**src/rtl/spi_mmio_ctrl_if.sv**
```systemverilog
// Processor rq/rs bus as seen by spi_mmio_ctrl: requests in, one-cycle-latency read responses out.
interface spi_mmio_ctrl_if;
    logic        rq_en;
    logic        rq_iswrite;
    logic [31:0] rq_addr;
    logic [31:0] rq_data;
    logic        rq_hit;
    logic        rs_en;
    logic [31:0] rs_data;

    modport master (
        output rq_en, rq_iswrite, rq_addr, rq_data,
        input  rq_hit, rs_en, rs_data
    );

    modport slave (
        input  rq_en, rq_iswrite, rq_addr, rq_data,
        output rq_hit, rs_en, rs_data
    );
endinterface

```
**src/rtl/spi_mmio_ctrl.sv**
```systemverilog
// Memory-mapped mode-0 SPI master with TX/RX byte FIFOs, programmable SCK divider and CS policy.
// Optional build macro SPI_LOOPBACK_EN: the engine samples its own spi_mosi instead of spi_miso.
module spi_mmio_ctrl #(
    parameter logic [31:0] BASE      = 32'h10024000,
    parameter int          LGTXD     = 3,
    parameter int          LGRXD     = 3,
    parameter logic [11:0] DIV_RESET = 12'd3
) (
    input  logic           clk,
    input  logic           resetn,
    spi_mmio_ctrl_if.slave bus,
    output logic           spi_clk,
    output logic           spi_cs_n,
    output logic           spi_mosi,
    input  logic           spi_miso,
    output logic           busy
);
    localparam logic [11:0] OFF_SCKDIV = 12'h000;
    localparam logic [11:0] OFF_CSMODE = 12'h018;
    localparam logic [11:0] OFF_TXDATA = 12'h048;
    localparam logic [11:0] OFF_RXDATA = 12'h04C;
    localparam logic [1:0]  CS_HOLD    = 2'd2;
    localparam logic [1:0]  CS_OFF     = 2'd3;
    localparam int          TXD        = 1 << LGTXD;
    localparam int          RXD        = 1 << LGRXD;
    localparam logic [LGTXD:0] TX_FULL_CNT = (LGTXD+1)'(TXD);
    localparam logic [LGRXD:0] RX_FULL_CNT = (LGRXD+1)'(RXD);

    typedef enum logic [1:0] {S_IDLE, S_LOW, S_HIGH, S_GAP} state_t;

    logic [11:0] offset;
    logic        rd_hit;
    logic        wr_hit;
    logic [31:0] rd_data;
    logic        unused_wdata;

    assign bus.rq_hit   = (bus.rq_addr[31:12] == BASE[31:12]);
    assign offset       = bus.rq_addr[11:0];
    assign rd_hit       = bus.rq_en && bus.rq_hit && !bus.rq_iswrite;
    assign wr_hit       = bus.rq_en && bus.rq_hit && bus.rq_iswrite;
    assign unused_wdata = ^bus.rq_data[31:12];

    logic [11:0] sckdiv;
    logic [1:0]  csmode;
    logic [1:0]  csmode_eff;

    always_ff @(posedge clk) begin
        if (!resetn) begin
            sckdiv <= DIV_RESET;
            csmode <= 2'd0;
        end else if (wr_hit) begin
            if (offset == OFF_SCKDIV) sckdiv <= bus.rq_data[11:0];
            if (offset == OFF_CSMODE) csmode <= bus.rq_data[1:0];
        end
    end

    // An idle HOLD link releases CS on the edge that commits a new mode.
    assign csmode_eff = (wr_hit && offset == OFF_CSMODE) ? bus.rq_data[1:0] : csmode;

    logic [7:0]       tx_mem [TXD];
    logic [LGTXD-1:0] tx_wp;
    logic [LGTXD-1:0] tx_rp;
    logic [LGTXD:0]   tx_cnt;
    logic             tx_full;
    logic             tx_empty;
    logic             tx_push;
    logic             tx_pop;
    logic [7:0]       tx_head;

    assign tx_full  = (tx_cnt == TX_FULL_CNT);
    assign tx_empty = (tx_cnt == '0);
    assign tx_push  = wr_hit && (offset == OFF_TXDATA) && !tx_full;
    assign tx_head  = tx_mem[tx_rp];

    always_ff @(posedge clk) begin
        if (!resetn) begin
            tx_wp  <= '0;
            tx_rp  <= '0;
            tx_cnt <= '0;
        end else begin
            if (tx_push) tx_wp <= tx_wp + 1'b1;
            if (tx_pop)  tx_rp <= tx_rp + 1'b1;
            tx_cnt <= tx_cnt + {{LGTXD{1'b0}}, tx_push} - {{LGTXD{1'b0}}, tx_pop};
        end
    end

    always_ff @(posedge clk) begin
        if (tx_push) tx_mem[tx_wp] <= bus.rq_data[7:0];
    end

    logic [7:0]       rx_mem [RXD];
    logic [LGRXD-1:0] rx_wp;
    logic [LGRXD-1:0] rx_rp;
    logic [LGRXD:0]   rx_cnt;
    logic             rx_full;
    logic             rx_empty;
    logic             rx_push;
    logic             rx_pop;
    logic             byte_done;

    assign rx_full  = (rx_cnt == RX_FULL_CNT);
    assign rx_empty = (rx_cnt == '0);
    assign rx_push  = byte_done && !rx_full;
    assign rx_pop   = rd_hit && (offset == OFF_RXDATA) && !rx_empty;

    always_ff @(posedge clk) begin
        if (!resetn) begin
            rx_wp  <= '0;
            rx_rp  <= '0;
            rx_cnt <= '0;
        end else begin
            if (rx_push) rx_wp <= rx_wp + 1'b1;
            if (rx_pop)  rx_rp <= rx_rp + 1'b1;
            rx_cnt <= rx_cnt + {{LGRXD{1'b0}}, rx_push} - {{LGRXD{1'b0}}, rx_pop};
        end
    end

    logic [7:0] shreg;

    always_ff @(posedge clk) begin
        if (rx_push) rx_mem[rx_wp] <= shreg;
    end

    always_comb begin
        rd_data = 32'd0;
        case (offset)
            OFF_SCKDIV: rd_data = {20'd0, sckdiv};
            OFF_CSMODE: rd_data = {30'd0, csmode};
            OFF_TXDATA: rd_data = {tx_full, 31'd0};
            OFF_RXDATA: rd_data = rx_empty ? 32'h8000_0000 : {24'd0, rx_mem[rx_rp]};
            default:    rd_data = 32'd0;
        endcase
    end

    always_ff @(posedge clk) begin
        if (!resetn) begin
            bus.rs_en   <= 1'b0;
            bus.rs_data <= 32'd0;
        end else begin
            bus.rs_en   <= rd_hit;
            bus.rs_data <= rd_hit ? rd_data : 32'd0;
        end
    end

    logic sample_bit;
`ifdef SPI_LOOPBACK_EN
    logic unused_miso;
    assign unused_miso = spi_miso;
    assign sample_bit  = spi_mosi;
`else
    assign sample_bit  = spi_miso;
`endif

    state_t      state;
    state_t      state_n;
    logic [11:0] cnt;
    logic [11:0] cnt_n;
    logic [2:0]  bitn;
    logic [2:0]  bitn_n;
    logic [7:0]  shreg_n;
    logic        sck_n;
    logic        cs_n_n;
    logic        mosi_n;

    always_ff @(posedge clk) begin
        if (!resetn) begin
            state    <= S_IDLE;
            cnt      <= 12'd0;
            bitn     <= 3'd0;
            spi_clk  <= 1'b0;
            spi_cs_n <= 1'b1;
            spi_mosi <= 1'b0;
        end else begin
            state    <= state_n;
            cnt      <= cnt_n;
            bitn     <= bitn_n;
            spi_clk  <= sck_n;
            spi_cs_n <= cs_n_n;
            spi_mosi <= mosi_n;
        end
    end

    always_ff @(posedge clk) begin
        shreg <= shreg_n;
    end

    // Each SCK phase lasts sckdiv+1 cycles; received bits enter shreg on the rising edge.
    always_comb begin
        state_n   = state;
        cnt_n     = cnt;
        bitn_n    = bitn;
        shreg_n   = shreg;
        sck_n     = spi_clk;
        cs_n_n    = spi_cs_n;
        mosi_n    = spi_mosi;
        tx_pop    = 1'b0;
        byte_done = 1'b0;
        case (state)
            S_IDLE: begin
                if (!tx_empty) begin
                    tx_pop  = 1'b1;
                    shreg_n = tx_head;
                    mosi_n  = tx_head[7];
                    cs_n_n  = (csmode == CS_OFF);
                    cnt_n   = sckdiv;
                    bitn_n  = 3'd0;
                    state_n = S_LOW;
                end else if (csmode_eff != CS_HOLD) begin
                    cs_n_n = 1'b1;
                end
            end
            S_LOW: begin
                if (cnt != 12'd0) begin
                    cnt_n = cnt - 12'd1;
                end else begin
                    sck_n   = 1'b1;
                    shreg_n = {shreg[6:0], sample_bit};
                    cnt_n   = sckdiv;
                    state_n = S_HIGH;
                end
            end
            S_HIGH: begin
                if (cnt != 12'd0) begin
                    cnt_n = cnt - 12'd1;
                end else begin
                    sck_n = 1'b0;
                    if (bitn == 3'd7) begin
                        byte_done = 1'b1;
                        if (csmode == CS_HOLD) begin
                            state_n = S_IDLE;
                        end else begin
                            cs_n_n  = 1'b1;
                            cnt_n   = sckdiv;
                            state_n = S_GAP;
                        end
                    end else begin
                        mosi_n  = shreg[7];
                        bitn_n  = bitn + 3'd1;
                        cnt_n   = sckdiv;
                        state_n = S_LOW;
                    end
                end
            end
            S_GAP: begin
                if (cnt != 12'd0) cnt_n = cnt - 12'd1;
                else              state_n = S_IDLE;
            end
            default: state_n = S_IDLE;
        endcase
    end

    assign busy = (state != S_IDLE) || !tx_empty;

endmodule

```
**src/flat_wrapper.sv**
```systemverilog
// flat-port wrapper written by rule: the top's interface ports become plain ports
module spi_mmio_ctrl_flat 
#(
    parameter logic [31:0] BASE      = 32'h10024000,
    parameter int          LGTXD     = 3,
    parameter int          LGRXD     = 3,
    parameter logic [11:0] DIV_RESET = 12'd3
)
  (clk, resetn, spi_clk, spi_cs_n, spi_mosi, spi_miso, busy, bus_rq_en, bus_rq_iswrite, bus_rq_addr, bus_rq_data, bus_rq_hit, bus_rs_en, bus_rs_data);
  spi_mmio_ctrl_if bus_i ();
  input  logic clk;
  input  logic resetn;
  output logic spi_clk;
  output logic spi_cs_n;
  output logic spi_mosi;
  input  logic spi_miso;
  output logic busy;
  input wire logic [$bits(bus_i.rq_en)-1:0] bus_rq_en;
  input wire logic [$bits(bus_i.rq_iswrite)-1:0] bus_rq_iswrite;
  input wire logic [$bits(bus_i.rq_addr)-1:0] bus_rq_addr;
  input wire logic [$bits(bus_i.rq_data)-1:0] bus_rq_data;
  output wire logic [$bits(bus_i.rq_hit)-1:0] bus_rq_hit;
  output wire logic [$bits(bus_i.rs_en)-1:0] bus_rs_en;
  output wire logic [$bits(bus_i.rs_data)-1:0] bus_rs_data;
  assign bus_i.rq_en = bus_rq_en;
  assign bus_i.rq_iswrite = bus_rq_iswrite;
  assign bus_i.rq_addr = bus_rq_addr;
  assign bus_i.rq_data = bus_rq_data;
  assign bus_rq_hit = bus_i.rq_hit;
  assign bus_rs_en = bus_i.rs_en;
  assign bus_rs_data = bus_i.rs_data;
  spi_mmio_ctrl #(.BASE(BASE), .LGTXD(LGTXD), .LGRXD(LGRXD), .DIV_RESET(DIV_RESET)) u_core (.clk(clk), .resetn(resetn), .bus(bus_i), .spi_clk(spi_clk), .spi_cs_n(spi_cs_n), .spi_mosi(spi_mosi), .spi_miso(spi_miso), .busy(busy));
endmodule
```
**config.mk**
```make
export PLATFORM = sky130hd
export DESIGN_NAME = spi_mmio_ctrl_flat
export DESIGN_NICKNAME = d
export VERILOG_FILES = /design/src/rtl/spi_mmio_ctrl_if.sv /design/src/rtl/spi_mmio_ctrl.sv /design/src/flat_wrapper.sv
export SDC_FILE = /design/constraint.sdc
export NUM_CORES = 1
export LEC_CHECK = 0
export ABC_AREA = 1
export CAP_MARGIN = 20
export CORE_MARGIN = 3
export CORE_UTILIZATION = 35
export DETAILED_ROUTE_END_ITERATION = 8
export SETUP_SLACK_MARGIN = 0.02
export SLEW_MARGIN = 25
export SYNTH_ARGS = -nofsm -noshare
export SYNTH_HDL_FRONTEND = slang
export SYNTH_SLANG_ARGS = --single-unit
```
**constraint.sdc**
```tcl
create_clock -name clk -period 8.1 [get_ports clk]
set_clock_uncertainty 0.05 [all_clocks]
set_input_delay 2.025 -clock clk [delete_from_list [all_inputs] [get_ports clk]]
set_output_delay 2.025 -clock clk [all_outputs]
set_load 0.05 [all_outputs]
```
---- Word-level counts from Yosys, hierarchy flattened ----
Memory sizes are Yosys's and may differ from the RTL's. A register that Yosys moved wholly into a read port is not among the register bits.
Index checks and enable logic that the tools add are counted.
Widths: inputs -> output; s select.
cells by class
  $add $sub $neg .......................... 10
  equal/unequal tests ..................... 23
  reduce and logical (&&, ||, !) cells .... 33
  mux-type cells .......................... 50
operator list
  kind                   number
  $pmux 32 s4            1
  $mux 12                6
  $pmux 12 s4            1
  $mux 32                1
  $eq 12x7->1 const B    2
  $mux 3                 7
  $eq 20x17->1 const B   1
  $mux 1                 19
  $mux 8                 2
  $pmux 8 s2             1
  $add 3x1->3 const B    5
  $mux 2                 7
  $ne 2x2->1 const B     7
  $eq 12x5->1 const B    1
  $logic_not 12->1       1
  $reduce_bool 12->1     1
  $sub 12x1->12 const B  1
  $logic_and 1x1->1      9
  $reduce_and 3->1       3
  $add 4x1->4            2
  $eq 2x2->1 const B     4
  $eq 4x4->1 const B     2
  $logic_not 4->1        2
  $pmux 2 s4             1
  other kinds (15)       29
storage, ports and cells
  memories ................................ 2
  output and inout bits ................... 38
  RAM bits ................................ 128
  input port bits ......................... 69
  flip-flop bits (word level) ............. 95
  word-level logic and storage cells ...... 135
memories
  memory         depth  bits a word  rd ports  clocked after Yosys merged registers in  wr ports  RTL line             RTL
  u_core.rx_mem  8      8            1         1                                        1         spi_mmio_ctrl.sv:91  logic [7:0] rx_mem [RXD];
  u_core.tx_mem  8      8            1         1                                        1         spi_mmio_ctrl.sv:60  logic [7:0] tx_mem [TXD];

---- Logic depth before layout (Yosys ltp) ----
  depth in word-level cells ............... 9
  depth in mapped cells ................... 16
  mapped depth without buffers ............ 16

---- Least setup slack after synthesis ----
OpenSTA, ideal clock, no wires.
  path kind ............................... input to output
  start ................................... input bus_rq_addr[27]
  end ..................................... output bus_rq_hit
  arrival time ............................ 3.011 ns
  cell stages on the path ................. 5
  required time ........................... 6.025 ns
  slack ................................... 3.014 ns
  buffers on the path ..................... 0
  cells stage by stage .................... nor2_1 nand2_1 nor2_1 nand2_1 nor2_1
between the ends
  longest elaborated chain between the ends .. 1
RTL lines
  what             RTL line             RTL
  start, declared  flat_wrapper.sv:20   input wire logic [$bits(bus_i.rq_addr)-1:0] bus_rq_addr;
  $eq 20x17->1     spi_mmio_ctrl.sv:37  assign bus.rq_hit = (bus.rq_addr[31:12] == BASE[31:12]);
  end, declared    flat_wrapper.sv:22   output wire logic [$bits(bus_i.rq_hit)-1:0] bus_rq_hit;
No other way between the ends.

---- Final worst setup path ----
  start ................................... input bus_rq_addr[25]
  end ..................................... output bus_rq_hit
The elaborated chain is that of the path after synthesis.

==> reports/results.tsv <==
stage	metric	value	unit
sta	Worst-Margin Slew	0.956	ns
global_routing	first-pass GRT wire length	33200	um
critical_path	reg2reg end	u_core.cnt[1]	
critical_path	launch point of the worst path	bus_rq_addr[25]	
clock_tree	Reg clk slew, reported paths	0.05	ns
synth	Synth Instances	886	
floorplan	core box area	0.0254	sq mm
clock_tree	Num Clock Sinks	210	
route	via count	6432	
route	Routed Antenna Nets	0	
critical_path	CP required	6.03	ns
route	DRC viols	0	
critical_path	most used cell, CP	nor2_1	
power	share of power burned in registers	0.450	
synth	Synth async-reset ratio	0	
global_routing	largest net degree at the start of global routing	37	
synth	ys flop type	edfxtp_1	
clock_tree	clock buffer count from CTS	23	
status	status	completed	
critical_path	Worst Setup EP	bus_rq_hit	
route	Via-to-Cell Ratio	4.93	
route	total routed wirelength	20300	um
clock_tree	worst skew pair latency	0.50	ns
power	Leak Pwr	0.00390	uW
critical_path	Largest delay share family, worst path	buffers and inverters	
floorplan	Die Area	0.0281	sq mm
clock_tree	CTS root buf	clkbuf_16	
critical_path	max incr delay on CP	0.84	ns
floorplan	die span in x	168	um
cells_and_area	Synth-to-Final Area Change	18.6	%
sta	Final Max Tran Viols	0	
critical_path	critical path depth in cells	7	
critical_path	Critical-path top delay cell	clkdlybuf4s50_1	
critical_path	r2r startpoint	u_core.state[0]	
global_routing	GRT Total Usage	0.143	
clock_tree	cts repair resizes	0	
floorplan	Cell Rows	58	
placed_design	PortBufs	67	
placed_design	Setup WS pre-CTS	2.14	ns
critical_path	critical path type	primary input to output port	
critical_path	critical path peak fanout	2	
power	Sw Share	0.316	
synth	synth unique cells	45	
placed_design	DP Area	0.0102	sq mm
clock_tree	CTS Hold Bufs	0	
route	1st-iter DRT viols	491	
sta	Hold Violations, Final	0	
sta	Total Neg Setup Slack	0	ns
sta	setup ws final	2.15	ns
critical_path	type of origin of the critical path	primary input	
critical_path	CP bufs+invs	2	
cells_and_area	design area	0.0109	sq mm
power	pwr/cell area	284	mW/mm^2
floorplan	# IOs	107	
cells_and_area	antenna cells	0	
placed_design	routability congestion estimate	0.772	
power	Power Internal	2110	uW
sta	period utilization	0.734	
global_routing	initial antenna violation count	0	
floorplan	effective utilization at floorplan	0.360	
global_routing	vias in the first global route	6315	
cells_and_area	fin nets	1055	
sta	Slew headroom	0.362	
critical_path	Crit. End Element	output port	
synth	ranking of synthesized cells by area	edfxtp_1, dfxtp_1, nor2_1	
power	clock power share	0.317	
synth	Syn. warnings	0	
clock_tree	Max Root-Sink Buffers	3	
clock_tree	TritonCTS clock tree	built	
clock_tree	Post-CTS Setup Bufs	0	
sta	Period minus WS final	5.95	ns
route	DR WL/cell	15.6	um
synth	Avg Cell Area, Syn	10.3	sq um
critical_path	reg2reg setup slack	5.16	ns
sta	RSZ-0062 raised after global routing	false	
power	Switch Pwr	976	uW
route	first-pass detailed-route iteration total	5	
min_path	Hold Crit Class	flip-flop to flip-flop	
global_routing	global route total overflow	0	
synth	synthesized flop and latch total	210	
power	worst ir drop on vdd	0.000172	V
placed_design	Final HPWL DP	13900	um
synth	register area share after synthesis	0.608	
sta	FMAX	168	MHz
synth	leading area contributor after synthesis	edfxtp_1	
clock_tree	H-tree depth	1	
power	Comb power frac	0.232	
synth	Post-Synthesis Cell Area	0.00915	sq mm
cells_and_area	share of layout cells above drive strength 1	0.0636	
critical_path	Reg2Reg Depth	9	
critical_path	critical path, cell by cell	clkdlybuf4s50_1, nor2_1, nand2_1, nor2_1, nand2_1, nor2_1, clkdlybuf4s50_1	
floorplan	die height	168	um
synth	Post-synth EDFFs	136	
synth	Yosys top cell area share	0.446	
synth	top-count cell post-synth	nor2_1	
synth	commonest cells in the netlist	nor2_1, edfxtp_1, nand2_1	
critical_path	Worst EP arrival	3.87	ns
flow_run	Max Cap Violations	0	
sta	Setup violations, final	0	
cells by family (layout without fill, tap and decap cells):
| logic type | after synthesis | in the layout | synth area share |
|---|---|---|---|
| other | 1 | 19 | 0.000410 |
| DFF | 210 | 210 | 0.608 |
| muxes | 4 | 4 | 0.00438 |
| adders and majority gates | 26 | 26 | 0.0372 |
| AOI/OAI and AO/OA | 190 | 190 | 0.130 |
| buffers and inverters | 136 | 207 | 0.0651 |
| xor gates and xnor gates | 10 | 10 | 0.00957 |
| and+or+nand+nor | 309 | 309 | 0.145 |
metrics by stage:
| stage | std cells | total power (uW) | hold WS, ns | util |
|---|---|---|---|---|
| 3_5_place_dp | 1265 | 2130 | 0.402 | 0.400 |
| 3_3_place_gp | 1265 | 2110 | 0.395 | 0.399 |
| 2_1_floorplan | 904 | 1920 | 0.383 | - |
| 4_1_cts | 1305 | 3110 | 0.410 | 0.427 |
| 5_1_grt | 1305 | 3270 | 0.441 | 0.427 |
| 6_report | 1305 | 3090 | 0.403 | 0.427 |
power groups by stage:
| stage | sequential (uW) | combinational, uW | clock [uW] |
|---|---|---|---|
| floorplan | 1380 | 532 | 0 |
| global placement | 1410 | 702 | 0 |
| detailed placement | 1410 | 716 | 0 |
| CTS | 1390 | 721 | 998 |
| global route | 1400 | 820 | 1050 |
| finish | 1390 | 717 | 979 |
placed cells by master, fill, tap and decap left out, types with 5 or more instances in the layout:
cell             synthesis  final
nor2_1                 139    139
nor3_1                  24     20
o221ai_1                30     30
o21ai_0                 78     78
a32oi_1                  6      6
a211oi_1                11     11
conb_1                   1     19
nand2_2                  5      5
inv_1                   81     81
o21bai_1                12     12
clkdlybuf4s50_1          0     67
clkbuf_16                0     23
nand3_1                 35     35
edfxtp_1               136    136
buf_4                   20     15
ha_1                    24     24
xor2_1                   9      9
clkbuf_1                26      9
a21oi_1                 34     34
clkinv_1                 2      6
dfxtp_1                 74     74
o211ai_1                 7      7
nand2_1                 87     87
nand4_1                  6      6
final cells by class:
class                      count  area, sq um
clock buffer                  32          609
clock inverter                 8         85.1
timing repair buffer          82          783
sequential                   210         5570
tap                          330          413
fill                        2455        14500
multi-input combinational    558         3080
inverter                      85          319
state kept, by name, indices dropped and copies added, names as in the netlist, 2 cells and up, named ones only:
register / count
u_core.cnt: 12
u_core.rx_wp: 3
u_core.tx_mem: 64
u_core.tx_rp: 3
u_core.rx_rp: 3
u_core.tx_cnt: 4
u_core.bitn: 3
u_core.csmode: 2
u_core.sckdiv: 12
u_core.tx_wp: 3
u_core.rx_cnt: 4
u_core.bus.rs_data: 13
u_core.shreg: 8
u_core.rx_mem: 64
u_core.state: 2
metal layers:
metal  share of wire  up-vias  GRT usage
met3           0.057       16     0.0241
met1            0.47     3025      0.206
met4          0.0088        0     0.0270
met2            0.46      166      0.231
met5               0        -          0
li1                -     3225          -
worst min-delay path, cell delays in order (launching register included):
cell and delay (ns):
dfxtp_1 0.31, inv_1 0.04, a21oi_1 0.06
worst min path at each step:
stage                          from         endpoint  slack (ns)  depth (start not counted)
global placement    u_core.tx_rp[2]  u_core.tx_rp[2]        0.40                          2
floorplan           u_core.tx_rp[2]        flip-flop        0.38                          2
finish              u_core.tx_rp[2]  u_core.tx_rp[2]        0.40                          2
detailed placement  u_core.tx_rp[2]        flip-flop        0.40                          2
CTS                 u_core.tx_rp[2]        flip-flop        0.41                          2
global route        u_core.spi_mosi  u_core.spi_mosi        0.44                          2
No activity file was read; power rests on OpenSTA's default activity.
